`config.mk`:
```
export PLATFORM = sky130hd
export DESIGN_NAME = alu_seq
export DESIGN_NICKNAME = d
export VERILOG_FILES = /design/src/rtl/alu_seq.sv
export SDC_FILE = /design/constraint.sdc
export NUM_CORES = 1
export LEC_CHECK = 0
export CAP_MARGIN = 20
export CORE_MARGIN = 3
export CORE_UTILIZATION = 50
export DETAILED_ROUTE_END_ITERATION = 8
export GPL_TIMING_DRIVEN = 1
export MAX_ROUTING_LAYER = met4
export PLACE_DENSITY = 0.83
export SETUP_SLACK_MARGIN = 0.5
export SYNTH_ARGS = -nofsm -noshare
export SYNTH_HDL_FRONTEND = slang
export SYNTH_SLANG_ARGS = --single-unit
```
`constraint.sdc`:
```
create_clock -name clk -period 3.3 [get_ports clk]
set_input_delay 0.33 -clock clk [delete_from_list [all_inputs] [get_ports clk]]
set_output_delay 0.33 -clock clk [all_outputs]
set_load 0.01 [all_outputs]
```
`src/rtl/alu_seq.sv`:
```
// Multi-cycle ALU sequencer: one EXEC cycle per op, or N cycles for shift/rotate, then DONE.
// Latency: done_valid one cycle after the last EXEC cycle; DONE holds until done_ready, req_ready only in IDLE.
module alu_seq #(
    parameter int SHW = 4
) (
    input  logic           clk,
    input  logic           rst,
    input  logic           req_valid,
    output logic           req_ready,
    input  logic [3:0]     req_op,
    input  logic [SHW-1:0] req_cnt,
    input  logic           req_cin,
    output logic [5:0]     alu_ctrl,
    output logic           alu_c_flag,
    output logic           alu_src_sel,
    output logic           alu_res_we,
    input  logic           alu_c_out,
    output logic           done_valid,
    input  logic           done_ready,
    output logic           done_c,
    output logic           err
);

    typedef enum logic [1:0] {
        ST_IDLE = 2'd0,
        ST_EXEC = 2'd1,
        ST_DONE = 2'd2
    } state_t;

    localparam logic [3:0] OP_ILLEGAL = 4'd15;

    state_t         state_q, state_d;
    logic [3:0]     op_q, op_d;
    logic [SHW-1:0] rem_q, rem_d;
    logic           first_q, first_d;
    logic           carry_q, carry_d;
    logic           mov_q, mov_d;
    logic           err_q, err_d;

    function automatic logic is_shift(input logic [3:0] op);
        return (op >= 4'd9) && (op <= 4'd14);
    endfunction

    function automatic logic [5:0] ctrl_of(input logic [3:0] op);
        logic [5:0] c;
        case (op)
            4'd0:    c = 6'b000000;
            4'd1:    c = 6'b010010;
            4'd2:    c = 6'b100010;
            4'd3:    c = 6'b011000;
            4'd4:    c = 6'b010100;
            4'd5:    c = 6'b011100;
            4'd6:    c = 6'b001100;
            4'd7:    c = 6'b110110;
            4'd8:    c = 6'b000110;
            4'd9:    c = 6'b000001;
            4'd10:   c = 6'b001001;
            4'd11:   c = 6'b000101;
            4'd12:   c = 6'b001101;
            4'd13:   c = 6'b010001;
            4'd14:   c = 6'b010101;
            default: c = 6'b000000;
        endcase
        return c;
    endfunction

    always_ff @(posedge clk or posedge rst) begin
        if (rst) begin
            state_q <= ST_IDLE;
            op_q    <= 4'd0;
            rem_q   <= '0;
            first_q <= 1'b0;
            carry_q <= 1'b0;
            mov_q   <= 1'b0;
            err_q   <= 1'b0;
        end else begin
            state_q <= state_d;
            op_q    <= op_d;
            rem_q   <= rem_d;
            first_q <= first_d;
            carry_q <= carry_d;
            mov_q   <= mov_d;
            err_q   <= err_d;
        end
    end

    // carry_q holds the request carry until the first EXEC edge, then the ALU carry of the
    // previous EXEC cycle; it therefore serves both as alu_c_flag and as the final done_c.
    always_comb begin
        state_d     = state_q;
        op_d        = op_q;
        rem_d       = rem_q;
        first_d     = first_q;
        carry_d     = carry_q;
        mov_d       = mov_q;
        err_d       = err_q;
        req_ready   = 1'b0;
        alu_ctrl    = 6'b000000;
        alu_c_flag  = 1'b0;
        alu_src_sel = 1'b0;
        alu_res_we  = 1'b0;
        done_valid  = 1'b0;
        done_c      = 1'b0;
        err         = 1'b0;

        case (state_q)
            ST_IDLE: begin
                req_ready = 1'b1;
                if (req_valid) begin
                    op_d    = req_op;
                    first_d = 1'b1;
                    carry_d = req_cin;
                    mov_d   = is_shift(req_op) && (req_cnt == '0);
                    if (req_op == OP_ILLEGAL) begin
                        err_d   = 1'b1;
                        rem_d   = '0;
                        state_d = ST_DONE;
                    end else begin
                        err_d   = 1'b0;
                        rem_d   = (is_shift(req_op) && (req_cnt != '0)) ? req_cnt : SHW'(1);
                        state_d = ST_EXEC;
                    end
                end
            end
            ST_EXEC: begin
                alu_ctrl    = mov_q ? 6'b000000 : ctrl_of(op_q);
                alu_c_flag  = carry_q;
                alu_src_sel = ~first_q;
                alu_res_we  = 1'b1;
                carry_d     = alu_c_out;
                first_d     = 1'b0;
                rem_d       = rem_q - SHW'(1);
                if (rem_q == SHW'(1)) begin
                    state_d = ST_DONE;
                end
            end
            ST_DONE: begin
                done_valid = 1'b1;
                done_c     = carry_q;
                err        = err_q;
                if (done_ready) begin
                    state_d = ST_IDLE;
                end
            end
            default: begin
                state_d = ST_IDLE;
            end
        endcase
    end

endmodule

```
======== Yosys cells after proc, flatten, opt, wreduce, memory -nomap -nowiden ========
Memory sizes are Yosys's and may differ from the RTL's.
Index checks and enable logic that the tools add are counted.
storage, ports and cells
  register bits after elaboration ......... 14
  bits in latches ......................... 0
  RAM bits ................................ 0
  ROM bits ................................ 96
  input bits .............................. 14
  logic and storage cells ................. 52
  memories ................................ 1
cells by class
  $add $sub $neg .......................... 1
  $mul .................................... 0
  divide/modulo/power cells ............... 0
  magnitude comparators ................... 2
  eq/ne operators ......................... 7
  shifts and indexed selects .............. 0
  mux-type cells .......................... 23
  bitwise operators ....................... 1
  reductions and logical operators ........ 10
memories
  name             depth  bits a word  read ports  clocked after Yosys merged registers in  wr ports  line  RTL
  (no name shown)  16     6            1           0                                        0         46    case (op)
operators with widths
  cell                   number
  $mux W4                3
  $mux W6                2
  $mux W1                10
  $mux W2                4
  $pmux W4 S2            1
  $ne A2 B2 Y1 const B   3
  $pmux W2 S3            1
  $eq A4 B1 Y1 const B   1
  $eq A4 B4 Y1 const B   1
  $ge A4 B4 Y1 const B   1
  $le A4 B4 Y1 const B   1
  $logic_not A4 Y1       1
  $pmux W1 S2            2
  $reduce_and A2 Y1      2
  $reduce_bool A4 Y1     1
  $sub A4 B1 Y4 const B  1
  $logic_and A1 B1 Y1    3
  $reduce_and A3 Y1      1
  $eq A2 B1 Y1 const B   1
  $eq A2 B2 Y1 const B   1
  $logic_not A2 Y1       1
  $reduce_bool A2 Y1     1
  $not A1 Y1             1

======== Depth between registers and ports, before layout ========
Gate-level depths: netlist (run 1).
  depth after elaboration ................. 7
  mapped depth ............................ 6
  gate-level depth less buffers ........... 6

======== Worst setup path after synthesis (run 1) ========
No wires, ideal clock.
  kind .................................... reg-to-output
  from .................................... register op_q[0]
  to ...................................... output alu_ctrl[3]
  arrival time ............................ 1.399 ns
  data required time ...................... 2.970 ns
  slack ................................... 1.571 ns
  cell stages (with the launch flop) ...... 5
  path buffers ............................ 0
  cells stage by stage .................... dfrtp_1 > inv_1 > ha_1 > mux4_2 > nor2b_1
on the way
  word-level cells in the longest chain between the ends .. 3
ends and longest elaborated chain
  what                      line  RTL
  start: declaration        33    logic [3:0] op_q, op_d;
  start signal: assignment  78    op_q <= op_d;
  $mem_v2 Z16 W6            n/a
  $mux W6                   126   alu_ctrl = mov_q ? 6'b000000 : ctrl_of(op_q);
  $mux W6                   106   case (state_q)
  end: declaration          13    output logic [5:0] alu_ctrl,
Every way passes these cells.

======== Worst setup path in the final report (run 1) ========
Same ends and word-level chain as after synthesis.

==> run summary, run 1 <==
Leaving out fill and tap cells, the most frequent cell in the layout is clkdlybuf4s50_1. In this run the worst setup path begins at op_q[0]. The clock period minus worst slack is approximately 2600 ps. Summed over all layers, the routed wires come to 2.39 mm. In this run the cell area measured after placement is 0.00125 sq mm. The post-route standard cell area excluding fillers is 0.00128 sq mm. STA classifies the critical path startpoint as a register. The post-route clock skew is 0.704 ps. For this design, the sink count on the clock tree is 14. The combined area of all synthesized cells came out at 978 sq um.

The maximum number of pins on one net before global-route repair came out at 15. The via-per-instance ratio is 5.72. Setup repair after global routing left no endpoint under its margin.

The total grt overflow is 0. In the layout the commonest cells are clkdlybuf4s50_1 (26), nand2_1 (19), nor2_1 (16). The final worst-path setup slack came out at 716 ps. The setup slack of the worst register-to-register path came out at 1840 ps. The measured slew at the worst slew-check pin is 543 ps. For the worst-skew pair, the clock arrives at the later sink with an insertion delay of about 280 ps. The required time of the critical path is 2970 ps. The via count of the first global-routing pass was around 900. The number of library cell types mapped by synthesis came out at 33. The register bit total from synthesis is 14. The die span in x is 50.2 um. The layout overhead on the synthesized area came out at 31.2%. The routed metal-1 wirelength is 1.06 mm. The total routing resource utilization after global routing came out at around 22%. Detailed routing inserted a total of 967 vias. Traced cell by cell, the critical path runs through inv_1, ha_1, mux4_2, nor2b_1, clkdlybuf4s50_1. The pre-CTS worst setup slack is 1040 ps. The period utilization came out at about four fifths.

The largest single stage delay on the critical path is 480 ps. The worst register-to-register path begins at state_q[0]. The run finished with clean final reports. The floorplan step defined a core boundary enclosing 0.00178 sq mm.

Port buffering added 26 buffers. STA classifies the critical path endpoint as a primary output. The top cell type's share of synthesized area came out at 35.8%. The count of endpoints failing hold in the final timing report is 0. The type of the setup path with the least slack is register to primary output. The Yosys warning count came out at 0. The first routing iteration left 31 violations. The critical path depth is 5. The number of nets produced by synthesis is 140. In the routed design, unresolved DRC markers number 0. The floorplan die area came out at 0.00252 sq mm.

Detailed placement finished with a half-perimeter wire length of 1.84 mm. For this run, the leading register cell type out of synthesis is dfrtp_1. The leakage power of the design came out at 0.571 nW. The async set or reset register ratio after synthesis came out at 100%. After detailed routing, the average wire length per cell comes to 14.1 um. The kind of cell with the highest combined delay along the critical path is buffers and inverters. The worst slew margin relative to its limit came out at 63.7%. The post-synthesis instance total came out at ~120. The cell sitting at the root of the clock tree is a clkbuf_4. The CTS H-tree depth came out at 1. The number of top-level design ports is 27. The initial utilization of the core area, before any placement, comes to 54.9%. The ratio of total power to cell area came out at 946 mW/mm^2. The sequential element share of the synthesized area is 35.8%.

The endpoint identified for the worst register-to-register timing path is rem_q[2]. The number of slew-limit violations in the final report came out at 0. The uppermost layer routed is met4. 0 antenna diodes ended up in the layout. Counting both buffers and inverters, the worst setup path holds a total of 2. The met2 wire length is 1.11 mm. The class of the tightest hold or removal check is input pin to asynchronous set/reset pin. The arrival time of the worst setup path is around 2300 ps. The number of buffers between clock root and the deepest sink came out at 2. The pre-antenna-repair detailed-routing pass consisted of 4 iterations. The quantity of gates resized following cts came out at 0. Once detail routing completed, the nets flagged for antenna violations numbered 0. The slowest cell on the critical path is clkdlybuf4s50_1. dfrtp_1 takes more of the synthesized area than any other cell. The die is 50.2 um tall.

The final estimated routing congestion in global placement came out at 0.947. The final total power came out at 1.21 mW. The number of CTS-inserted buffers is 3. By area the synthesized netlist is led by dfrtp_1 (36%), ha_1 (10%), nand2_1 (7.3%). The highest ir drop seen on vdd came out at 0.593 mV.

The number of antenna violations at the first check in global routing is 0. After filler insertion, the fill cell instance count of the layout stands at 140. The top fanout value on the critical path came out at 5. After clock tree synthesis, the setup repair step added 0 buffers. The routed length on met3 is just over 200 um. TritonCTS built the clock tree. In this run the worst setup path terminates at alu_ctrl[3].

Derived from the worst setup path, the maximum achievable clock frequency is between 300 and 400 MHz. The number of setup violations in the final report is 0. The max-capacitance violation count is 0. Counting cells, the worst reg-to-reg path comes to 4. At the end of the flow, the number of nets in the layout was 167. The total negative slack is 0 ps. The quantity of hold-fixing buffers added after cts is 0. The first-pass GRT wire length came out at 4.15 mm.

Yosys mapped a number of flops with a built-in enable equal to 0. The clock transition time at the flip-flop clock pins of the worst setup and hold paths is about 80 ps. The share of cells above drive strength 1 is between 6 and 7%. The floorplan has 15 rows. The average instance in the mapped netlist occupies 8.29 sq um.
how the worst min path moves through the flow:
| stage | startpoint | to | depth (start not counted) |
|---|---|---|---|
| after floorplan | rst | carry_q | 1 |
| after global placement | err_q | err_q | 2 |
| after detailed placement | err_q | err_q | 2 |
| after CTS | rst | op_q[2] | 2 |
| after global routing | rst | op_q[2] | 2 |
| final | rst | op_q[2] | 2 |
stage by stage:
stage	instances	utilization, %	hold WS (ps)
6_report	169	72.0	392
5_1_grt	169	72.0	438
4_1_cts	169	72.0	414
3_5_place_dp	165	70.0	460
3_3_place_gp	165	70.0	455
2_1_floorplan	118	-	219
final cells by class:
type                            count  area, sq um  share of cell area, %
Timing Repair Buffer               26          260                   20.3
Multi-Input combinational cell     92          576                   44.8
Tap cell                           25         31.3                   2.44
Sequential cell                    14          350                   27.3
Clock buffer                        4         36.3                   2.83
Inverter                            8         30.0                   2.34
cell families after synthesis:
logic type,share of synthesized area [%]
compound gates,14.4
fa+ha+maj,10.2
buf+inv,5.37
flops,35.8
mux,5.37
simple gates,28.8
cells in the mapped netlist (2+ instances only):
cell type,instances
a21oi_1,3
a22oi_1,3
a31oi_1,4
and2_1,3
buf_2,3
dfrtp_1,14
ha_1,8
inv_1,7
mux2i_1,3
nand2_1,19
nand2b_1,2
nand3_1,2
nor2_1,16
nor2b_1,3
nor3_1,4
nor3b_1,2
o21ai_0,4
o22ai_1,3
sequential cells by signal, summed over array words and instances (netlist names):
signal and flops:
first_q 1, state_q 2, mov_q 1, err_q 1, op_q 4, rem_q 4
carry_q 1
metal layers:
layer,vias to the layer above,global-route usage (%)
li1,458,-
met3,2,5.93
met5,-,-
met1,465,28.6
met4,0,2.76
met2,42,34.3
power by group:
group / switching [mW] / internal, mW / leakage [nW]
sequential: 0.114 / 0.246 / 0.174
combinational: 0.361 / 0.370 / 0.376
clock: 0.0564 / 0.0671 / 0.0210
(Power assumes the default switching activity.)
==> run 2: changes to the inputs <==
--- a/config.mk
+++ b/config.mk
@@ -7,11 +7,11 @@
 export LEC_CHECK = 0
 export CAP_MARGIN = 20
 export CORE_MARGIN = 3
-export CORE_UTILIZATION = 50
+export CORE_UTILIZATION = 42
 export DETAILED_ROUTE_END_ITERATION = 8
 export GPL_TIMING_DRIVEN = 1
 export MAX_ROUTING_LAYER = met4
-export PLACE_DENSITY = 0.83
+export PLACE_DENSITY = 0.74
 export SETUP_SLACK_MARGIN = 0.5
 export SYNTH_ARGS = -nofsm -noshare
 export SYNTH_HDL_FRONTEND = slang
==> constraint.sdc (replaced) <==
create_clock -name clk -period 2.25 [get_ports clk]
set_input_delay 0.225 -clock clk [delete_from_list [all_inputs] [get_ports clk]]
set_output_delay 0.225 -clock clk [all_outputs]
set_load 0.01 [all_outputs]
==> run summary, run 2 (synthesis gave the netlist of run 1 again) <==
The via count of the first global-routing pass was approximately 900. In the routed layout, each cell is associated on average with a via count of 5.46. The worst setup path is launched from a register. The number of slew-limit violations in the final report came to 0. The post-route clock skew is about 4.8 ps. The number of buffers between clock root and the deepest sink came out at 2. The final estimated routing congestion in global placement came out at 0.916.

The max-capacitance violation count is 0. Once layout is complete, the cells apart from fillers number about 180. The die span in x is 54.3 um. The flow ran to the end, and the final reports show no timing, DRC or antenna violations.

The measured slew at the worst slew-check pin is 536 ps. The number of cell rows came out at 16. The pre-CTS worst setup slack is 96.4 ps. The vias after detailed routing is 977. Compared with the post-synthesis result, the final layout area differs by 40.9%.

The total grt overflow came out at 0. The first global-routing pass estimated 4.24 mm of wire. The count of antenna-violating nets left after detailed routing is 0.

The final standard cell utilization of the core came out at 66.2%. The antenna diode instance count is 0. In this run the tightest slew margin relative to its limit is 64.2%. Power comes to 1.92 mW. The largest registers in the layout are op_q (4), rem_q (4), state_q (2). The logic gate share of total power came out at 66.4%. Data on the critical path is required at its endpoint by 2030 ps. The number of CTS-inserted buffers came out at 3. In the layout the commonest cells are nand2_1 (19), nor2_1 (16), dfrtp_1 (14). The analysis attributes to cell leakage a power of approximately 0.64 nW. The die covers about 0.0029 sq mm. For this run, design rule violations remaining after detail routing come to 0. Across all setup checks in the final design, the least slack found is 318 ps. Counting tap cells, the placed design contains a total of 170 instances. The count of endpoints failing hold in the final timing report is 0. The internal portion of the total power is between 1 and 1.5 mW. Entering global routing, the biggest net connects 15 pins. The period utilization came out at between 80% and 90%. The final net count is around 180.

For this configuration, the core starts out at a cell density of between 40% and 50%. The total wire length after detailed routing is 2.43 mm. At the worst endpoint, the arrival time is 1710 ps. The highest ir drop seen on vdd came out at 0.805 mV. The clock network is responsible for 9.4% of the overall power. The class of the tightest hold or removal check is input pin to asynchronous set/reset pin. The source-to-sink clock delay at the later pin of the worst-skew pair came out at 280 ps.

The top fanout value on the critical path came out at 3. The total routing resource utilization after global routing came out at approximately a fifth. The cell sitting at the root of the clock tree is a clkbuf_4. TritonCTS built the clock tree. The analysis attributes to net switching a power of 0.840 mW. The die extent in y came out at 54.3 um. For this run, the detailed router's first-pass iteration total came to 5. The switching power as a share of total power is 43.7%.

The clock transition time at the flip-flop clock pins of the worst setup and hold paths came out at 90 ps. The share of cells above drive strength 1 is 21.7%. The total area inside the core boundary comes to 0.00208 sq mm.

The clock period minus worst slack is slightly below 2000 ps. The CTS H-tree depth is 1. For this run, the top clock speed supported by timing is around 520 MHz.

The total of buffers placed on input and output ports is 26. Per report_power, the sequential group accounts for 24.2% of the total. The number of setup violations in the final report is 0.

The average wire per cell in the routed design is 13.6 um. The quantity of hold-fixing buffers added after cts came out at 0. The count of routing violations after the opening detailed-route iteration came out at 24.

STA classifies the critical path endpoint as a primary output. The total half-perimeter wirelength after legalization and detailed placement is between 1.5 and 2 mm. The number of antenna violations at the first check in global routing is 0.

During I/O placement, the number of pins put on the boundary was 27. In this run the power density over the cells is 1390 mW/mm^2. Leaving out fill and tap cells, the most frequent cell in the layout is nand2_1. CTS saw 14 sinks.

Setup repair after global routing could not meet its margin everywhere. The critical path is of the register to primary output type. The total negative slack is 0 ps.
run 2: metal layers:
metal	global-route usage, %	wire (um)
met5	-	0
met4	2.90	0
met3	5.72	125
met2	31.5	1220
met1	26.8	1090
run 2: layout make-up:
| cell class | count | area [sq um] |
|---|---|---|
| fill | 181 | 703 |
| inverter | 8 | 32.5 |
| sequential | 14 | 350 |
| clock buffer | 4 | 36.3 |
| timing repair buffer | 34 | 293 |
| multi-input combinational | 92 | 633 |
| tap | 27 | 33.8 |
run 2: path summary, 6_finish.rpt:
kind	end	start	cells past startpoint	slack, ps
max in group asynchronous	rem_q[2]	rst	2	1610
worst min-delay path	op_q[2]	rst	2	280
min in group clk	err_q	err_q	2	500
worst max register to register	mov_q	state_q[1]	5	880
worst min register to register	err_q	err_q	2	500
worst max-delay path	alu_ctrl[3]	op_q[1]	5	320
run 2: timing repair:
action	CTS	global route
resized for setup	43	4
setup endpoints to repair	13	7
pin swaps	3	5
setup buffers	3	2
run 2: power by group through the flow:
stage                     Combinational, mW  Clock (mW)  Sequential, mW
after floorplan                       0.771           0           0.420
after global placement                 1.13           0           0.468
after detailed placement               1.15           0           0.477
after CTS                              1.20       0.186           0.463
after global routing                   1.42       0.200           0.482
final                                  1.28       0.180           0.465
run 2: per-stage QoR:
| step | hold WS [ps] | area, sq um |
|---|---|---|
| 3_3_place_gp | 464 | 1270 |
| 4_1_cts | 299 | 1350 |
| 5_1_grt | 323 | 1380 |
| 3_5_place_dp | 473 | 1270 |
| 2_1_floorplan | 114 | 978 |
| 6_report | 280 | 1380 |
run 2: worst max-delay path, stage by stage (launching register included):
cell,delay (ps)
dfrtp_1,410
inv_2,100
ha_4,210
mux4_2,460
nor2b_4,140
buf_6,110
